$ cat src/rtl/lsu.sv
// Load/store unit: turns core byte/half/word requests into word-aligned data-memory
// accesses with byte enables, extends load data, and stalls the core one cycle per load.
module lsu (
    input  logic        clk_i,
    input  logic        arstn_i,
    input  logic        lsu_req_i,
    input  logic        lsu_we_i,
    input  logic [2:0]  lsu_size_i,
    input  logic [31:0] lsu_addr_i,
    input  logic [31:0] lsu_data_i,
    output logic [31:0] lsu_data_o,
    output logic        lsu_stall_o,
    output logic        lsu_misalign_o,
    output logic        mem_req_o,
    output logic        mem_we_o,
    output logic [3:0]  mem_be_o,
    output logic [31:0] mem_addr_o,
    output logic [31:0] mem_wd_o,
    input  logic [31:0] mem_rd_i
);

    typedef enum logic {
        IDLE = 1'b0,
        RESP = 1'b1
    } state_t;

    state_t      state_reg, state_next;
    logic [31:0] data_reg, data_next;

    logic        size_ok;
    logic        align_ok;
    logic        legal;
    logic [3:0]  be;
    logic [31:0] wd;
    logic [31:0] shifted;
    logic [31:0] extracted;

    // Legality: only B/H/W/BU/HU exist, unsigned sizes are load-only, natural alignment.
    always_comb begin
        size_ok = 1'b0;
        case (lsu_size_i)
            3'b000, 3'b001, 3'b010: size_ok = 1'b1;
            3'b100, 3'b101:         size_ok = !lsu_we_i;
            default:                size_ok = 1'b0;
        endcase
        align_ok = 1'b1;
        case (lsu_size_i[1:0])
            2'b01:   align_ok = !lsu_addr_i[0];
            2'b10:   align_ok = (lsu_addr_i[1:0] == 2'b00);
            default: align_ok = 1'b1;
        endcase
        legal = size_ok && align_ok;
    end

    always_comb begin
        be = 4'b1111;
        wd = lsu_data_i;
        case (lsu_size_i[1:0])
            2'b00: begin
                be = 4'b0001 << lsu_addr_i[1:0];
                wd = {4{lsu_data_i[7:0]}};
            end
            2'b01: begin
                be = lsu_addr_i[1] ? 4'b1100 : 4'b0011;
                wd = {2{lsu_data_i[15:0]}};
            end
            default: begin
                be = 4'b1111;
                wd = lsu_data_i;
            end
        endcase
    end

    // Bring the addressed lane down to bit 0, then extend by access type.
    always_comb begin
        shifted   = mem_rd_i >> {lsu_addr_i[1:0], 3'b000};
        extracted = shifted;
        case (lsu_size_i)
            3'b000:  extracted = {{24{shifted[7]}}, shifted[7:0]};
            3'b001:  extracted = {{16{shifted[15]}}, shifted[15:0]};
            3'b100:  extracted = {24'd0, shifted[7:0]};
            3'b101:  extracted = {16'd0, shifted[15:0]};
            default: extracted = shifted;
        endcase
    end

    always_comb begin
        state_next     = state_reg;
        data_next      = data_reg;
        lsu_stall_o    = 1'b0;
        lsu_misalign_o = 1'b0;
        mem_req_o      = 1'b0;
        mem_we_o       = 1'b0;
        mem_be_o       = 4'b0000;
        mem_addr_o     = 32'd0;
        mem_wd_o       = 32'd0;
        case (state_reg)
            IDLE: begin
                if (lsu_req_i) begin
                    if (!legal) begin
                        lsu_misalign_o = 1'b1;
                    end else begin
                        mem_req_o  = 1'b1;
                        mem_we_o   = lsu_we_i;
                        mem_be_o   = be;
                        mem_addr_o = {lsu_addr_i[31:2], 2'b00};
                        if (lsu_we_i) begin
                            mem_wd_o = wd;
                        end else begin
                            lsu_stall_o = 1'b1;
                            data_next   = extracted;
                            state_next  = RESP;
                        end
                    end
                end
            end
            // The core still presents the finished load here; it must not be reissued.
            RESP: begin
                state_next = IDLE;
            end
            default: begin
                state_next = IDLE;
            end
        endcase
    end

    always_ff @(posedge clk_i or negedge arstn_i) begin
        if (!arstn_i) begin
            state_reg <= IDLE;
            data_reg  <= 32'd0;
        end else begin
            state_reg <= state_next;
            data_reg  <= data_next;
        end
    end

    assign lsu_data_o = data_reg;

endmodule

$ cat config.mk
export PLATFORM = sky130hd
export DESIGN_NAME = lsu
export DESIGN_NICKNAME = d
export VERILOG_FILES = /design/src/rtl/lsu.sv
export SDC_FILE = /design/constraint.sdc
export NUM_CORES = 1
export LEC_CHECK = 0
export CAP_MARGIN = 20
export CORE_AREA = 2 2 91 93
export CTS_CLUSTER_DIAMETER = 40
export DETAILED_ROUTE_END_ITERATION = 10
export DIE_AREA = 0 0 93 95
export PLACE_DENSITY = 0.77
export RECOVER_POWER = 25
export SETUP_SLACK_MARGIN = 0.05
export SLEW_MARGIN = 20
export SYNTH_ARGS = -nofsm -noshare
export SYNTH_HDL_FRONTEND = slang
export SYNTH_SLANG_ARGS = --single-unit
export TNS_END_PERCENT = 100
$ cat constraint.sdc
create_clock -name clk_i -period 3 [get_ports clk_i]
set_clock_uncertainty 0.15 [all_clocks]
set_input_delay 0.75 -clock clk_i [delete_from_list [all_inputs] [get_ports clk_i]]
set_output_delay 0.75 -clock clk_i [all_outputs]
set_load 0.1 [all_outputs]
Word level (Yosys, flattened, before mapping) --
Index checks and enable logic that the tools add are counted.
Cells by class: eq/ne operators 6, shift-type cells 2, mux-type cells 30, bitwise logic cells 2, reduce and logical (&&, ||, !) cells 9
Operator list (count):
- 32-bit 2-to-1 mux | 7
- 32-bit case mux with 4 select lines | 1
- 32-bit case mux with 2 select lines | 1
- 32-bit by 5-bit right shift with 32-bit output | 1
- 4-bit 2-to-1 mux | 4
- 1-bit 2-to-1 mux | 13
- 4-bit case mux with 2 select lines | 1
- 3-bit == test, second input constant | 2
- 1-bit case mux with 2 select lines | 3
- 2-bit zero test | 2
- 4-bit AND reduction | 1
- 1-bit by 2-bit << shifter with 4-bit output, first input constant | 1
- 3-bit by 1-bit == test with 1-bit output, second input constant | 1
- 3-bit by 2-bit == test with 1-bit output, second input constant | 1
- 3-bit zero test | 1
- 3-bit OR reduction | 1
- 2-bit by 1-bit == test with 1-bit output, second input constant | 1
- 2-bit == test, second input constant | 1
- 1-bit zero test | 2
- 1-bit inverter | 2
- 2-bit OR reduction | 1
- 1-bit logical AND | 1
Storage, ports and cells: bits in registers 33, input bits 103, output and inout bits 104, logic and storage cells 51

Longest topological paths before layout --
Gate-level depths: netlist of run 1.
depth in word-level cells 7, depth in mapped cells 8

Worst setup path before layout of run 1 --
Ideal clock, no wire load.
path kind in2out, start point input lsu_size_i[1], end point output mem_be_o[2], arrival time 4.997 ns, path slack -2.897 ns, stages 7, buffers on the path 0, cell sequence inv_1 ha_1 or2_2 a21oi_1 a21oi_1 and2_0 a21boi_0
On the way: word-level cells in the longest chain between the ends 7, elaborated cells on any way between the ends 17, classes of those cells eq/ne (6); mux (6); reduce/logical (5)
Ends and longest elaborated chain:
- start: declaration | line 8 | input logic [2:0] lsu_size_i,
- 3-bit by 1-bit == test with 1-bit output, or another cell as far along | line 41 | case (lsu_size_i)
- 3-bit OR reduction / 2-bit OR reduction (equally long branches) | line 41
- 1-bit case mux with 2 select lines | line 41
- 1-bit logical AND | line 52 | legal = size_ok && align_ok;
- 4-bit 2-to-1 mux (*) | line 100 | if (!legal) begin
- 4-bit 2-to-1 mux (*) | line 99 | if (lsu_req_i) begin
- 4-bit 2-to-1 mux (*) | line 97 | case (state_reg)
- end: declaration | line 16 | output logic [3:0] mem_be_o,
Mark *: on every way between the ends. The rest lies on a longest branch, timed or not.

Final worst setup path of run 1 --
start point input lsu_size_i[1], end point output mem_wd_o[22]
On the way: word-level cells in the longest chain between the ends 7, elaborated cells on any way between the ends 18, classes of those cells eq/ne (6); mux (7); reduce/logical (5)
Ends and longest elaborated chain:
- 3-bit by 1-bit == test with 1-bit output, or another cell as far along | line 41
- 3-bit OR reduction / 2-bit OR reduction (equally long branches) | line 41
- 1-bit case mux with 2 select lines | line 41
- 1-bit logical AND | line 52
- 32-bit 2-to-1 mux (*) | line 100
- 32-bit 2-to-1 mux (*) | line 99
- 32-bit 2-to-1 mux (*) | line 97
- end: declaration | line 18 | output logic [31:0] mem_wd_o,
Marks and branches as above.

==> results.md, run 1 <==
### Layout
* 0 — diode insertion count for antenna repair
* 0.00670 mm^2 — Final Instance Area
* 47.8% — fraction of final layout cells with drive strength greater than 1
* 154% — Syn-to-layout area delta
* 32 — flip-flop count of the largest register after layout
* 683 — filler-free cell count of the finished design
* 683 — count of nets after finishing
* 377 — fill cell total of the finished layout

### Power
* 1580 uW — Int Power
* 68.9% — combinational fraction of design power
* 57.0% — net switching fraction of the power
* 19.1% — sequential share of power
* 0.417 mV — VDD IR max
* 2100 uW — switching component of the power
* 12.0% — part of the total power dissipated in the clock network
* 550 mW/mm^2 — total power per unit cell area
* 0.00279 uW — P_leak

### Worst setup path
* state_reg — startpoint of the worst-slack reg-to-reg timing path
* 2330 ps — worst path arrival time
* 5 — largest driver fanout on the critical path
* 8 — Reg2Reg Depth
* output port — kind of capture point of the worst setup path
* primary input — critical path launch point type
* primary input to output port — critical path start-end classification
* lsu_data_o[20] — RR Endpoint
* 2100 ps — required time of the worst setup path
* 530 ps — internal reg-to-reg setup slack

### Placed design
* 0.00606 mm^2 — Post-Place Cell Area
* 9560 um — half-perimeter wire length after detailed placement
* 655 — post-placement cell count
* 0.870 — gp weighted congestion
* 204 — Buffers on Ports
* -665 ps — post-place setup slack

### Floorplanning
* 33.2% — effective utilization at floorplan
* 207 — ports placed on the boundary
* 33 — Rows
* 0.00793 mm^2 — Core Area
* 95 um — height of the die
* 93 um — DIE WIDTH
* 0.00884 mm^2 — die area

### Routing
* 3874 — routed vias
* 0 — Post-DRT Antenna Nets
* 16000 um — final routed wirelength across all metal layers
* 294 — count of routing violations after the opening detailed-route iteration
* 5 — iteration count of the initial detailed-routing pass
* 5.67 — detail-routed via count per cell
* 0 — Post-route DRC
* 23.4 um — per-cell routed wire length

### Run status
* complete, but fails checks — status
* negative setup slack — violations in the final reports

### Global route
* 32.5% — GRT Resource Usage Total
* 0 — grt total ovfl
* 0 — antenna violations before repair
* 35 — maximum number of pins on one net before global-route repair
* 21900 um — global-route wire length before repair
* 4024 — vias in the first global route

### Clock tree
* 290 ps — insertion delay to the later sink of the worst-skew pair
* 2 — count of H-tree levels built during CTS
* done — CTS tree
* 33 — TritonCTS Sinks
* 5 — CTS Buf Count
* 2 — Longest Clk Path Bufs
* 70 ps — clk slew on worst S/H paths
* sky130_fd_sc_hd__clkbuf_8 — clock tree root driver cell

### Logic synthesis
* 339 — count of mapped cells out of synthesis
* 0 — count of flip-flops with a built-in enable after synthesis
* sky130_fd_sc_hd__nand2_1 — most frequent cell after synthesis
* sky130_fd_sc_hd__dfrtp_1 — post-synth top area cell
* 0.00263 mm^2 — cell area after technology mapping
* 31.4% — top cell type's share of synthesized area
* 33 — Synth Register Bits
* 31.4% — register area share after synthesis
* 33 — library cells used by synthesis
* 59 x sky130_fd_sc_hd__nand2_1, 36 x sky130_fd_sc_hd__and3_1, 36 x sky130_fd_sc_hd__nor2_1 — top cells by instance count after synthesis
* 7.77 um^2 — synthesized area per cell
* sky130_fd_sc_hd__dfrtp_1 31%, sky130_fd_sc_hd__and3_1 8.6%, sky130_fd_sc_hd__nand2_1 8.4% — largest cells by area after synthesis
* sky130_fd_sc_hd__dfrtp_1 — most used flip-flop cell after synthesis
* 0 — total number of yosys warnings
* 100% — ys async rst share

### Timing
* 108% — fraction of the cycle the final worst path needs
* -228 ps — smallest setup slack after layout
* 0 — Max Transition Viols Final
* 3230 ps — Final Critical Period
* 850 ps — slew at the pin with the worst max-slew slack
* 43.4% — slew margin rel.
* 389 ps — worst hold slack after final layout
* 0.310 GHz — maximum achievable frequency
* 0 — number of failing hold endpoints at the final stage
* 69 — total of endpoints with negative setup slack in the final report
* true — setup repair after global routing missed its margin

### Flow run
* 0 — number of max-capacitance violations reported

### Hold path
* 1 — worst hold path cell count
* lsu_data_o[6] — Worst Hold End
* register to register — type of the most critical hold path
* lsu_data_o[6] — HP Start

## power groups by stage
stage / combinational, uW / clock, uW / sequential (uW)
3_3_place_gp: 2370 / 0 / 686
3_5_place_dp: 2390 / 0 / 699
6_report: 2530 / 442 / 704
5_1_grt: 2590 / 468 / 721
2_1_floorplan: 593 / 0 / 1810
4_1_cts: 2460 / 436 / 691
## area by class of cell
class / count / area, um^2 / area share [%]
multi-input cells: 273 / 2260 / 33.8
well taps: 105 / 131 / 1.96
repair buffers: 256 / 3310 / 49.4
clock buffers: 7 / 86.3 / 1.29
clock inverters: 1 / 30.0 / 0.449
inverters: 7 / 42.5 / 0.635
flip-flops and latches: 33 / 826 / 12.3
repair inverters: 1 / 7.51 / 0.112
## timing repair
item,in CTS,in global routing
gates resized for setup,51,33
endpoints found under the hold margin,0,0
buffers inserted,3,11
setup endpoints to repair,99,70
cloned,7,0
pin swaps,7,7
hold buffers,0,0
## logic make-up after synthesis
family          count (synthesis)  share of synthesized area, %
compound gates                 84                          18.4
fa+ha+maj                       3                          1.43
buf+inv                        34                          6.27
flops                          33                          31.4
mux                            33                          14.9
other cells                     1                         0.142
simple gates                  151                          27.4
## how the worst max path moves through the flow
stage | startpoint | endpoint | slack, ps | depth (start not counted)
floorplan | lsu_size_i[1] | mem_wd_o[0] | -440 | 7
global placement | lsu_size_i[1] | mem_wd_o[31] | -590 | 9
finish | lsu_size_i[1] | mem_wd_o[22] | -230 | 11
global route | lsu_size_i[0] | mem_wd_o[6] | -250 | 10
CTS | lsu_size_i[0] | mem_wd_o[5] | -170 | 11
detailed placement | lsu_size_i[1] | mem_wd_o[16] | -670 | 9
## per-stage QoR
step | TNS [ps] | power, uW | util, %
floorplan | -16340 | 2400 | -
global placement | -50010 | 3050 | 76.4
detailed placement | -55860 | 3090 | 76.4
CTS | -7680 | 3590 | 82.3
global route | -11390 | 3780 | 84.5
finish | -9790 | 3680 | 84.5
## layer usage
metal | global-route usage, % | vias to the layer above | wire, um
met5 | 0 | - | 0
met4 | 13.6 | 0 | 895
met1 | 35.3 | 1879 | 5520
met2 | 61.1 | 259 | 8360
met3 | 6.70 | 81 | 1190
li1 | - | 1655 | -
## worst max-delay path, cell delays in order
cell,delay (ps)
sky130_fd_sc_hd__buf_12,90
sky130_fd_sc_hd__buf_6,100
sky130_fd_sc_hd__ha_4,130
sky130_fd_sc_hd__nor2b_4,160
sky130_fd_sc_hd__o211a_4,230
sky130_fd_sc_hd__nand3_4,120
sky130_fd_sc_hd__buf_12,170
sky130_fd_sc_hd__buf_4,130
sky130_fd_sc_hd__buf_8,120
sky130_fd_sc_hd__nor2_4,120
sky130_fd_sc_hd__buf_12,190
## cells in the final DEF, fill, tap and decap left out, types with 8 or more instances in the layout
master and instances:
sky130_fd_sc_hd__nor2_1 25, sky130_fd_sc_hd__a21oi_4 17, sky130_fd_sc_hd__mux2_4 8, sky130_fd_sc_hd__and2_4 9
sky130_fd_sc_hd__mux2i_1 16, sky130_fd_sc_hd__o21ai_0 17, sky130_fd_sc_hd__buf_4 62, sky130_fd_sc_hd__nor2_4 11
sky130_fd_sc_hd__and3_4 30, sky130_fd_sc_hd__buf_12 79, sky130_fd_sc_hd__clkdlybuf4s50_1 94, sky130_fd_sc_hd__dfrtp_1 33
sky130_fd_sc_hd__a31oi_1 16, sky130_fd_sc_hd__nand2_1 58, sky130_fd_sc_hd__a21oi_1 11, sky130_fd_sc_hd__mux2_2 8
No activity file was read; power rests on OpenSTA's default activity.
==> run 2: changes to the inputs <==
--- a/config.mk
+++ b/config.mk
@@ -10,6 +10,7 @@
 export CTS_CLUSTER_DIAMETER = 40
 export DETAILED_ROUTE_END_ITERATION = 10
 export DIE_AREA = 0 0 93 95
+export GPL_ROUTABILITY_DRIVEN = 1
 export PLACE_DENSITY = 0.77
 export RECOVER_POWER = 25
 export SETUP_SLACK_MARGIN = 0.05
==> constraint.sdc (replaced) <==
create_clock -name clk_i -period 3 [get_ports clk_i]
set_clock_uncertainty 0.15 [all_clocks]
set_input_delay 0.75 -clock clk_i [delete_from_list [all_inputs] [get_ports clk_i]]
set_output_delay 0.75 -clock clk_i [all_outputs]
set_load 0.02 [all_outputs]
==> run 2 against run 1 <==
Against the previous run: the run still ends with negative setup slack left; register-to-register slack improved by 70 ps; hold slack got worse by 26 ps; global-route usage fell by 6.9 points; via count fell by 11%; first-iteration DRC count fell by 48%; die area did not move; non-clock buffer count fell by 5; final area fell by 15%; combinational power fell by 50%; critical path type unchanged; largest power group unchanged.
==> results.md, run 2 (synthesis gave the netlist of run 1 again) <==
### Run status
* complete, but fails checks — status, unchanged
* negative setup slack — violations in the final reports, unchanged

### Flow run
* 0 — number of max-capacitance violations reported, unchanged

### Floorplanning
* 33 — Rows, unchanged
* 95 um — height of the die, unchanged
* 33.2% — effective utilization at floorplan, unchanged
* 93 um — DIE WIDTH, unchanged
* 0.00793 mm^2 — Core Area, unchanged
* 0.00884 mm^2 — die area, unchanged
* 207 — ports placed on the boundary, unchanged

### Clock tree
* done — CTS tree, unchanged
* 290 ps — insertion delay to the later sink of the worst-skew pair, about the same
* 0 — cts-stage hold buffer count, unchanged
* 60 ps — clk slew on worst S/H paths, was 70 ps
* 2 — Longest Clk Path Bufs, unchanged
* 5 — CTS Buf Count, unchanged
* 33 — TritonCTS Sinks, unchanged
* 2 — count of H-tree levels built during CTS, unchanged
* sky130_fd_sc_hd__clkbuf_8 — clock tree root driver cell, unchanged

### Power
* 0.00253 uW — P_leak, was 0.00279 uW
* 420 mW/mm^2 — total power per unit cell area, was 550 mW/mm^2
* 856 uW — switching component of the power, was 2100 uW
* 0.263 mV — VDD IR max, was 0.417 mV
* 1530 uW — Int Power, was 1580 uW
* 53.3% — combinational fraction of design power, was 68.9%
* 28.6% — sequential share of power, was 19.1%
* 2390 uW — overall power of the completed layout, was 3680 uW
* 18.1% — part of the total power dissipated in the clock network, was 12.0%
* 35.8% — net switching fraction of the power, was 57.0%

### Layout
* 32 — flip-flop count of the largest register after layout, unchanged
* 38.0% — fraction of final layout cells with drive strength greater than 1, was 47.8%
* 678 — count of nets after finishing, was 683
* 71.8% — final core utilization, was 84.5%
* 0.00569 mm^2 — Final Instance Area, was 0.00670 mm^2
* 127 x sky130_fd_sc_hd__clkdlybuf4s50_1, 58 x sky130_fd_sc_hd__nand2_1, 46 x sky130_fd_sc_hd__buf_6, 46 x sky130_fd_sc_hd__buf_4, 33 x sky130_fd_sc_hd__dfrtp_1 — commonest non-fill, non-tap cells in the layout, was 94 x sky130_fd_sc_hd__clkdlybuf4s50_1, 79 x sky130_fd_sc_hd__buf_12, 62 x sky130_fd_sc_hd__buf_4
* 116% — Syn-to-layout area delta, was 154%
* 609 — fill cell total of the finished layout, was 377
* 0 — diode insertion count for antenna repair, unchanged
* sky130_fd_sc_hd__clkdlybuf4s50_1 — most common cell after layout, fill and taps aside, unchanged

### Routing
* 152 — count of routing violations after the opening detailed-route iteration, was 294
* 11600 um — final routed wirelength across all metal layers, was 16000 um
* 5.08 — detail-routed via count per cell, was 5.67
* 4 — iteration count of the initial detailed-routing pass, was 5
* 17.1 um — per-cell routed wire length, was 23.4 um
* 0 — Post-route DRC, unchanged
* 0 — Post-DRT Antenna Nets, unchanged
* 3447 — routed vias, was 3874

### Global route
* 31.6% — met1 demand-to-capacity share in global routing, was 35.3%
* 3542 — vias in the first global route, was 4024
* 5.75% — met3 capacity usage during global routing, was 6.70%
* 0 — grt total ovfl, unchanged
* met2 — global route hottest layer, unchanged
* 17800 um — global-route wire length before repair, was 21900 um
* 0 — antenna violations before repair, unchanged
* 44.6% — met2 track demand over resource, was 61.1%
* 25.6% — GRT Resource Usage Total, was 32.5%
* 51 — maximum number of pins on one net before global-route repair, was 35

### Worst setup path
* 2100 ps — required time of the worst setup path, about the same
* 8 — Reg2Reg Depth, unchanged
* 2200 ps — worst path arrival time, was 2330 ps
* 6 — largest driver fanout on the critical path, was 5
* 600 ps — internal reg-to-reg setup slack, was 530 ps
* buf_8 > buf_6 > ha_4 > or2_4 > nor2_4 > nor2_4 > nand3_4 > buf_4 > buf_12 > a21oi_1 > buf_4 — cells traversed along the worst timing path, was buf_12 > buf_6 > ha_4 > nor2b_4 > o211a_4 > nand3_4 > buf_12 > buf_4 > buf_8 > nor2_4 > buf_12
* sky130_fd_sc_hd__or2_4 — cell at the slowest stage of the critical path, was sky130_fd_sc_hd__o211a_4
* output port — kind of capture point of the worst setup path, unchanged
* 11 — number of logic stages on the critical path including buffering, unchanged
* 5 — buffer and inverter count on the worst path, was 6
* primary input — critical path launch point type, unchanged
* buffers and inverters — cell family with the largest share of critical-path delay, unchanged
* 290 ps — delay contributed by the slowest stage of the critical path, was 230 ps
* primary input to output port — critical path start-end classification, unchanged

### Timing
* true — setup repair after global routing missed its margin, unchanged
* -105 ps — smallest setup slack after layout, was -228 ps
* 0 — Max Transition Viols Final, unchanged
* 55 — total of endpoints with negative setup slack in the final report, was 69
* 801 ps — slew at the pin with the worst max-slew slack, was 850 ps
* 0 — number of failing hold endpoints at the final stage, unchanged
* 363 ps — worst hold slack after final layout, was 389 ps
* 0.322 GHz — maximum achievable frequency, was 0.310 GHz
* 3100 ps — Final Critical Period, was 3230 ps
* 46.6% — slew margin rel., was 43.4%
* 103% — fraction of the cycle the final worst path needs, was 108%

### Hold path
* 1 — worst hold path cell count, unchanged
* register to register — type of the most critical hold path, unchanged

### Placed design
* -1060 ps — post-place setup slack, was -665 ps
* 204 — Buffers on Ports, unchanged
* 0.857 — gp weighted congestion, was 0.870
* 8880 um — half-perimeter wire length after detailed placement, was 9560 um
* 0.00525 mm^2 — Post-Place Cell Area, was 0.00606 mm^2

[run 2: cell types whose count changed in the layout (fill, tap and decap cells not counted), sizes merged]
cell / previous run / this run
bufbuf: 2 / 0
inv: 6 / 8
clkdlybuf4s50: 94 / 127
dlymetal6s2s: 1 / 0
clkinvlp: 2 / 0
clkbuf: 8 / 9
buf: 153 / 117
[run 2: what timing repair did]
item | 4_1_cts | 5_1_grt
hold endpoints to repair | 0 | 0
resized for setup | 444 | 17
setup buffers | 7 | 3
gates cloned | 3 | 1
pin swaps | 12 | 4
endpoints found under the setup margin | 102 | 70
[run 2: worst paths after layout]
path	startpoint	to
min reg2reg	lsu_data_o[6]	lsu_data_o[6]
min	lsu_data_o[6]	lsu_data_o[6]
max reg2reg	state_reg	lsu_data_o[8]
max in group asynchronous	arstn_i	lsu_data_o[24]
max	lsu_size_i[0]	mem_wd_o[8]
min in group asynchronous	arstn_i	lsu_data_o[2]
[run 2: per-layer routing]
metal / part of all wire (%) / up-vias
met2: 53 / 150
met3: 6.3 / 27
li1: - / 1648
met5: 0 / -
met4: 2.4 / 0
met1: 39 / 1622
[run 2: power groups by stage]
stage	combinational (uW)	clock, uW	sequential [uW]
finish	1270	432	683
global route	1360	458	707
CTS	1270	442	684
detailed placement	1220	0	692
global placement	1210	0	683
floorplan	391	0	875
[run 2: layout make-up]
class                           instances  area (um^2)  share of cell area (%)
Timing Repair Buffer                  251         2440                    42.9
Multi-Input combinational cell        273         2120                    37.3
Tap cell                              105          131                    2.31
Sequential cell                        33          826                    14.5
Clock buffer                            7         86.3                    1.52
Inverter                                7         41.3                   0.725
Timing Repair inverter                  1         8.76                   0.154
Clock inverter                          1         30.0                   0.527
[run 2: metrics by stage]
| step | setup TNS, ps | std cells |
|---|---|---|
| 5_1_grt | -5030 | 678 |
| 3_5_place_dp | -82040 | 660 |
| 6_report | -2930 | 678 |
| 2_1_floorplan | 0 | 340 |
| 4_1_cts | -1830 | 678 |
| 3_3_place_gp | -77090 | 660 |
